**src/rtl/comma_aligner_10b.sv**
```systemverilog
// comma_aligner_10b
//   Word aligner between the deserializer and the 8b/10b decoder. Raw 10-bit
//   words arrive at an arbitrary bit offset. The block hunts for the K28.x
//   comma prefix (0011111 / 1100000) across word boundaries, locks onto a bit
//   offset, and emits boundary-aligned code groups.
//
// Ports
//   clk        system clock, rising edge
//   rst        synchronous, active-high reset
//   data_in    raw unaligned word, bit 9 = earliest bit in time
//   valid_in   data_in qualifier
//   data_out   aligned code group, bit 9 = first bit ('a')
//   valid_out  data_out qualifier (only while locked)
//   comma_out  data_out carries a comma
//   locked     alignment locked
//   bit_offset current/locked offset, 0..9
//
// States
//   UNLOCKED | no candidate offset, waiting for any comma
//   CHECK    | candidate offset chosen, counting consecutive commas there
//   LOCKED   | alignment declared, counting commas seen at a wrong offset
module comma_aligner_10b #(
  parameter int COMMA_LOCK     = 3,
  parameter int MISALIGN_LIMIT = 4
) (
  input  logic       clk,
  input  logic       rst,
  input  logic [9:0] data_in,
  input  logic       valid_in,
  output logic [9:0] data_out,
  output logic       valid_out,
  output logic       comma_out,
  output logic       locked,
  output logic [3:0] bit_offset
);

  typedef enum logic [1:0] {
    UNLOCKED = 2'd0,
    CHECK    = 2'd1,
    LOCKED   = 2'd2
  } state_t;

  state_t      state, state_nx;
  logic [9:0]  prev_word;
  // The last bit of data_in can never start a candidate or a comma prefix,
  // so the window stops one bit short of the full 20.
  logic [19:1] window;
  logic [9:0]  comma_hit;
  logic        found;
  logic [3:0]  first_k;
  logic        at_offset;
  logic [3:0]  comma_cnt, comma_cnt_nx;
  logic [3:0]  mis_cnt, mis_cnt_nx;
  logic [3:0]  bit_offset_nx;
  logic [3:0]  sel;
  logic [9:0]  cand_sel;
  logic        comma_sel;

  assign window = {prev_word, data_in[9:1]};
  assign locked = (state == LOCKED);

  // Comma detection at every offset; lowest offset wins when several match.
  always_comb begin
    comma_hit = '0;
    first_k   = 4'd0;
    for (int k = 0; k < 10; k++) begin
      comma_hit[k] = (window[19-k -: 7] == 7'b0011111) ||
                     (window[19-k -: 7] == 7'b1100000);
    end
    for (int k = 9; k >= 0; k--) begin
      if (comma_hit[k]) first_k = 4'(k);
    end
    found = |comma_hit;
  end

  always_comb begin
    at_offset = 1'b0;
    for (int k = 0; k < 10; k++) begin
      if (bit_offset == 4'(k)) at_offset = comma_hit[k];
    end
  end

  // Next-state logic. A comma at the current offset always counts as aligned
  // in CHECK/LOCKED even if a lower offset also matches.
  always_comb begin
    state_nx      = state;
    comma_cnt_nx  = comma_cnt;
    mis_cnt_nx    = mis_cnt;
    bit_offset_nx = bit_offset;
    sel           = bit_offset;
    if (valid_in) begin
      case (state)
        UNLOCKED: begin
          if (found) begin
            bit_offset_nx = first_k;
            sel           = first_k;
            comma_cnt_nx  = 4'd1;
            if (COMMA_LOCK <= 1) begin
              state_nx   = LOCKED;
              mis_cnt_nx = 4'd0;
            end else begin
              state_nx = CHECK;
            end
          end
        end
        CHECK: begin
          if (at_offset) begin
            if (comma_cnt != 4'd15) comma_cnt_nx = comma_cnt + 4'd1;
            if (int'(comma_cnt) + 1 >= COMMA_LOCK) begin
              state_nx   = LOCKED;
              mis_cnt_nx = 4'd0;
            end
          end else if (found) begin
            bit_offset_nx = first_k;
            sel           = first_k;
            comma_cnt_nx  = 4'd1;
            if (COMMA_LOCK <= 1) begin
              state_nx   = LOCKED;
              mis_cnt_nx = 4'd0;
            end
          end
        end
        LOCKED: begin
          if (at_offset) begin
            mis_cnt_nx = 4'd0;
          end else if (found) begin
            if (mis_cnt != 4'd15) mis_cnt_nx = mis_cnt + 4'd1;
            if (int'(mis_cnt) + 1 >= MISALIGN_LIMIT) begin
              state_nx     = UNLOCKED;
              comma_cnt_nx = 4'd0;
              mis_cnt_nx   = 4'd0;
            end
          end
        end
        default: state_nx = UNLOCKED;
      endcase
    end
  end

  // Output mux at the selected offset.
  always_comb begin
    cand_sel  = '0;
    comma_sel = 1'b0;
    for (int k = 0; k < 10; k++) begin
      if (sel == 4'(k)) begin
        cand_sel  = window[19-k -: 10];
        comma_sel = comma_hit[k];
      end
    end
  end

  always_ff @(posedge clk) begin
    if (rst) begin
      state      <= UNLOCKED;
      prev_word  <= '0;
      comma_cnt  <= '0;
      mis_cnt    <= '0;
      bit_offset <= '0;
      data_out   <= '0;
      valid_out  <= 1'b0;
      comma_out  <= 1'b0;
    end else begin
      state      <= state_nx;
      comma_cnt  <= comma_cnt_nx;
      mis_cnt    <= mis_cnt_nx;
      bit_offset <= bit_offset_nx;
      valid_out  <= valid_in && (state_nx == LOCKED);
      if (valid_in) begin
        prev_word <= data_in;
        data_out  <= cand_sel;
        comma_out <= comma_sel;
      end
    end
  end

endmodule

```
**config.mk**
```make
export PLATFORM = sky130hd
export DESIGN_NAME = comma_aligner_10b
export DESIGN_NICKNAME = d
export VERILOG_FILES = /design/src/rtl/comma_aligner_10b.sv
export SDC_FILE = /design/constraint.sdc
export NUM_CORES = 1
export LEC_CHECK = 0
export CORE_MARGIN = 2
export CORE_UTILIZATION = 59
export DETAILED_ROUTE_END_ITERATION = 6
export DONT_BUFFER_PORTS = 1
export GPL_TIMING_DRIVEN = 1
export HOLD_SLACK_MARGIN = 0.15
export PLACE_DENSITY = 0.81
export REMOVE_ABC_BUFFERS = 1
export SYNTH_ARGS = -nofsm -noshare
export SYNTH_HDL_FRONTEND = slang
export SYNTH_SLANG_ARGS = --single-unit
```
**constraint.sdc**
```tcl
create_clock -name clk -period 4 [get_ports clk]
set_input_delay 1.2 -clock clk [delete_from_list [all_inputs] [get_ports clk]]
set_output_delay 1.2 -clock clk [all_outputs]
set_load 0.005 [all_outputs]
```
==> flow_summary_export.csv <==
group,metric,value,unit
run_status,outcome,"finished, final reports clean",
detailed_routing,dr.max_layer_used,"met4",
setup_path,crit_required,4.20,ns
sta,fmax,264,MHz
flow_run,maxCapViolCount,0,
power_and_ir_drop,p_switching,0.321,mW
cells_and_area,nFillCells,474,
clock_tree,cts_tree,"done",
setup_path,reg2reg_from,"prev_word[1]",
setup_path,worst_path_max_delay_cell,"or3_1",
floorplanning,die_area,6470,µm²
synthesis,ys_ff_latch,36,
global_route,grt.total_usage,0.327,
floorplanning,die_x,80.4,µm
power_and_ir_drop,ir_drop,0.193,mV
sta,period_minus_slack,3.79,ns
setup_path,path_cells,"nor4_2 -> a32oi_1 -> a21oi_1 -> buf_4 -> nand2b_1 -> a21oi_1 -> or3_1 -> o22ai_1 -> nand2_1 -> nor3_1 -> a311oi_1 -> a211o_1",
detailed_routing,drt_first_iter_violations,420,
synthesis,yosysUniqueCellTypes,82,
detailed_routing,drc_errors,0,
sta,finalHoldViolations,0,
cells_and_area,area_growth,6.10,%
sta,worst_slack,0.205,ns
detailed_routing,ant_nets,0,
floorplanning,die_h,80.4,µm
synthesis,synth_area,3450,µm²
power_and_ir_drop,p_leak,1.59,nW
sta,relSlewSlack,0.553,
power_and_ir_drop,swShare,0.341,
hold_path,hold-path-cell-count,2,
power_and_ir_drop,powerDensity,257,nW/µm²
detailed_routing,met1Wirelength,4150,µm
detailed_routing,viasPerCell,7.00,
placement,portBuffers,0,
placement,placed_area,3550,µm²
sta,tightest_slew,0.670,ns
power_and_ir_drop,intPower,0.620,mW
synthesis,synth_ff_type,"dfxtp_1",
sta,finalMaxSlewViolations,0,
floorplanning,coreArea,5570,µm²
synthesis,avgSynthCellArea,7.71,µm²
setup_path,crit_type,"input pin to flip-flop",
placement,pre_cts_slack,-0.0338,ns
global_route,grt_max_degree,35,
clock_tree,clkTransAtPathRegs,0.08,ns
cells_and_area,postLayoutCoreUtil,0.656,
setup_path,worstPathMaxFanout,9,
detailed_routing,num_vias,3604,
placement,gp_congestion,0.980,
global_route,grt_pass1_vias,3388,
power_and_ir_drop,clock_power_share,0.315,
detailed_routing,dr.pass1.iters,5,
cells_and_area,fin_nets,463,
global_route,antenna_found_initial,0,
setup_path,r2r-end,"data_out[3]",
clock_tree,clockBufferDepth,2,
floorplanning,io_pins,30,
hold_path,hp-class,"flip-flop to flip-flop",
sta,fin_crit_sh,0.949,
setup_path,cp.arrival,3.99,ns
cells_and_area,fin_area,3660,µm²
synthesis,seq_area_frac_synth,0.209,
floorplanning,rows,27,
global_route,grt_overflow_total,0,
clock_tree,cts_made_buffers,5,
synthesis,yosys_warnings,0,
cells_and_area,most-common-layout-cells,"nor2_1 (39), mux2i_1 (37), dfxtp_1 (36)",
setup_path,critical_path.max_stage_delay,0.39,ns
clock_tree,cts_hold_buf,0,
cells_and_area,layout_commonest_cell,"nor2_1",
clock_tree,cts_sinks,36,
power_and_ir_drop,comb_power_share,0.252,
clock_tree,cts_htree_levels,2,
cells_and_area,diodes,0,
clock_tree,clkLatencyLatePin,0.30,ns
synthesis,netlist_instances,447,
setup_path,path_common_cell,"a21oi_1",
synthesis,synth_top_area_cell,"dfxtp_1",
global_route,grt_pass1_wl,16700,µm
setup_path,startpoint_type,"input pin",
detailed_routing,detail_route.wl_per_cell,19.9,µm
detailed_routing,wl,10300,µm
clock_tree,clock-root-buffer,"clkbuf_8",
sta,tns,0,ns
synthesis,synth_area_leaders,"dfxtp_1 (21%), mux2i_1 (11%), a21oi_1 (4.6%), nor2_1 (4.2%), nand2_1 (3.6%)",
hold_path,hold_start,"mis_cnt[1]",
floorplanning,start_util,0.618,
clock_tree,cts_setup_buffers,0,
setup_path,reg2reg_depth,11,
detailed_routing,dr_wl_met3,966,µm
sta,final-setup-viol-count,0,
synthesis,synth_top_area_frac,0.209,
sta,worst_clock_skew,0.00974,ns
detailed_routing,route.met2.wl,4730,µm
power_and_ir_drop,power,0.940,mW
cells_and_area,drive_gt1_frac,0.135,
synthesis,synth_edf_count,0,
power_and_ir_drop,seqPwrFrac,0.433,
hold_path,min_to,"mis_cnt[1]",
clock_tree,cts_repair_resize_count,0,
setup_path,worst-r2r-setup-slack,0.32,ns
synthesis,synthArstFlopShare,0,
placement,dp_hpwl,7340,µm
setup_path,cp-end-kind,"flip-flop",
-- cells by family (layout without fill, tap and decap cells) --
group	after synthesis	count (layout)	synth area share
flops	36	36	0.209
compound gates	133	133	0.279
xor+xnor	1	1	0.00254
mux	41	41	0.122
buf+inv	55	51	0.0788
simple gates	173	173	0.279
fa+ha+maj	8	8	0.0290
-- cell usage after synthesis (3+ instances only) --
master and instances:
nand2_1 33, mux2i_1 37, a32oi_1 4, dfxtp_1 36
nand2b_1 7, a311oi_1 5, nand4_1 12, nor2_1 39
nand3b_1 4, nor2b_1 5, o21ai_0 18, a211o_1 3
o31ai_1 3, a31oi_1 7, a221oi_1 3, mux2_2 3
ha_1 8, o311ai_0 3, and3b_1 4, buf_4 4
clkbuf_1 13, o22ai_1 6, buf_6 4, o211ai_1 3
nor3_1 14, and2_1 6, or3_1 5, a2bb2oi_1 7
inv_1 12, o32ai_1 5, o21a_1 3, a21o_1 4
and3_1 6, a21oi_1 32, nand3_1 15, buf_2 16
buf_1 4
-- sequential cells by signal, indices dropped and copies added (netlist names) --
name,count
state,2
data_out,10
valid_out,1
prev_word,10
mis_cnt,4
comma_cnt,4
comma_out,1
bit_offset,4
-- worst max-delay path by stage --
| stage | from | end | slack (ns) | cells after the start |
|---|---|---|---|---|
| 6_report | data_in[5] | data_out[3] | 0.21 | 12 |
| 5_1_grt | data_in[5] | data_out[6] | -0.03 | 12 |
| 4_1_cts | data_in[5] | data_out[7] | 0.27 | 12 |
| 3_5_place_dp | data_in[5] | data_out[7] | -0.03 | 12 |
| 3_3_place_gp | data_in[5] | data_out[3] | -0.03 | 11 |
| 2_1_floorplan | data_in[8] | data_out[9] | -0.24 | 10 |
-- layer usage --
layer  up-vias  global-route usage
met4         0               0.139
met3        47              0.0584
li1       1681                   -
met2       222               0.541
met1      1654               0.416
met5         -                   0
-- critical path: cells and delay by family --
kind	cells	cell delay [ns]
AO/OA/AOI/OAI	6	1.19
buffers and inverters	1	0.19
AND/OR/NAND/NOR	5	1.41
-- power groups by stage --
stage,Sequential (mW),Combinational (mW),Clock (mW)
global route,0.409,0.255,0.313
finish,0.407,0.237,0.297
detailed placement,0.414,0.228,0
CTS,0.405,0.230,0.297
global placement,0.413,0.224,0
floorplan,0.404,0.161,0
-- through the flow --
| stage | hold WS [ns] | std cells |
|---|---|---|
| 6_report | 0.504 | 515 |
| 5_1_grt | 0.527 | 515 |
| 3_3_place_gp | 0.469 | 506 |
| 2_1_floorplan | 0.449 | 406 |
| 4_1_cts | 0.506 | 514 |
| 3_5_place_dp | 0.496 | 506 |
-- cell type report --
class	count	area (µm²)	share of cell area
clock inverter	2	13.8	0.00376
timing repair buffer	29	243	0.0664
tap	72	90.1	0.0246
inverter	14	52.6	0.0144
clock buffer	6	82.6	0.0226
sequential	36	721	0.197
multi-input combinational	356	2450	0.671
(Power assumes the default switching activity.)
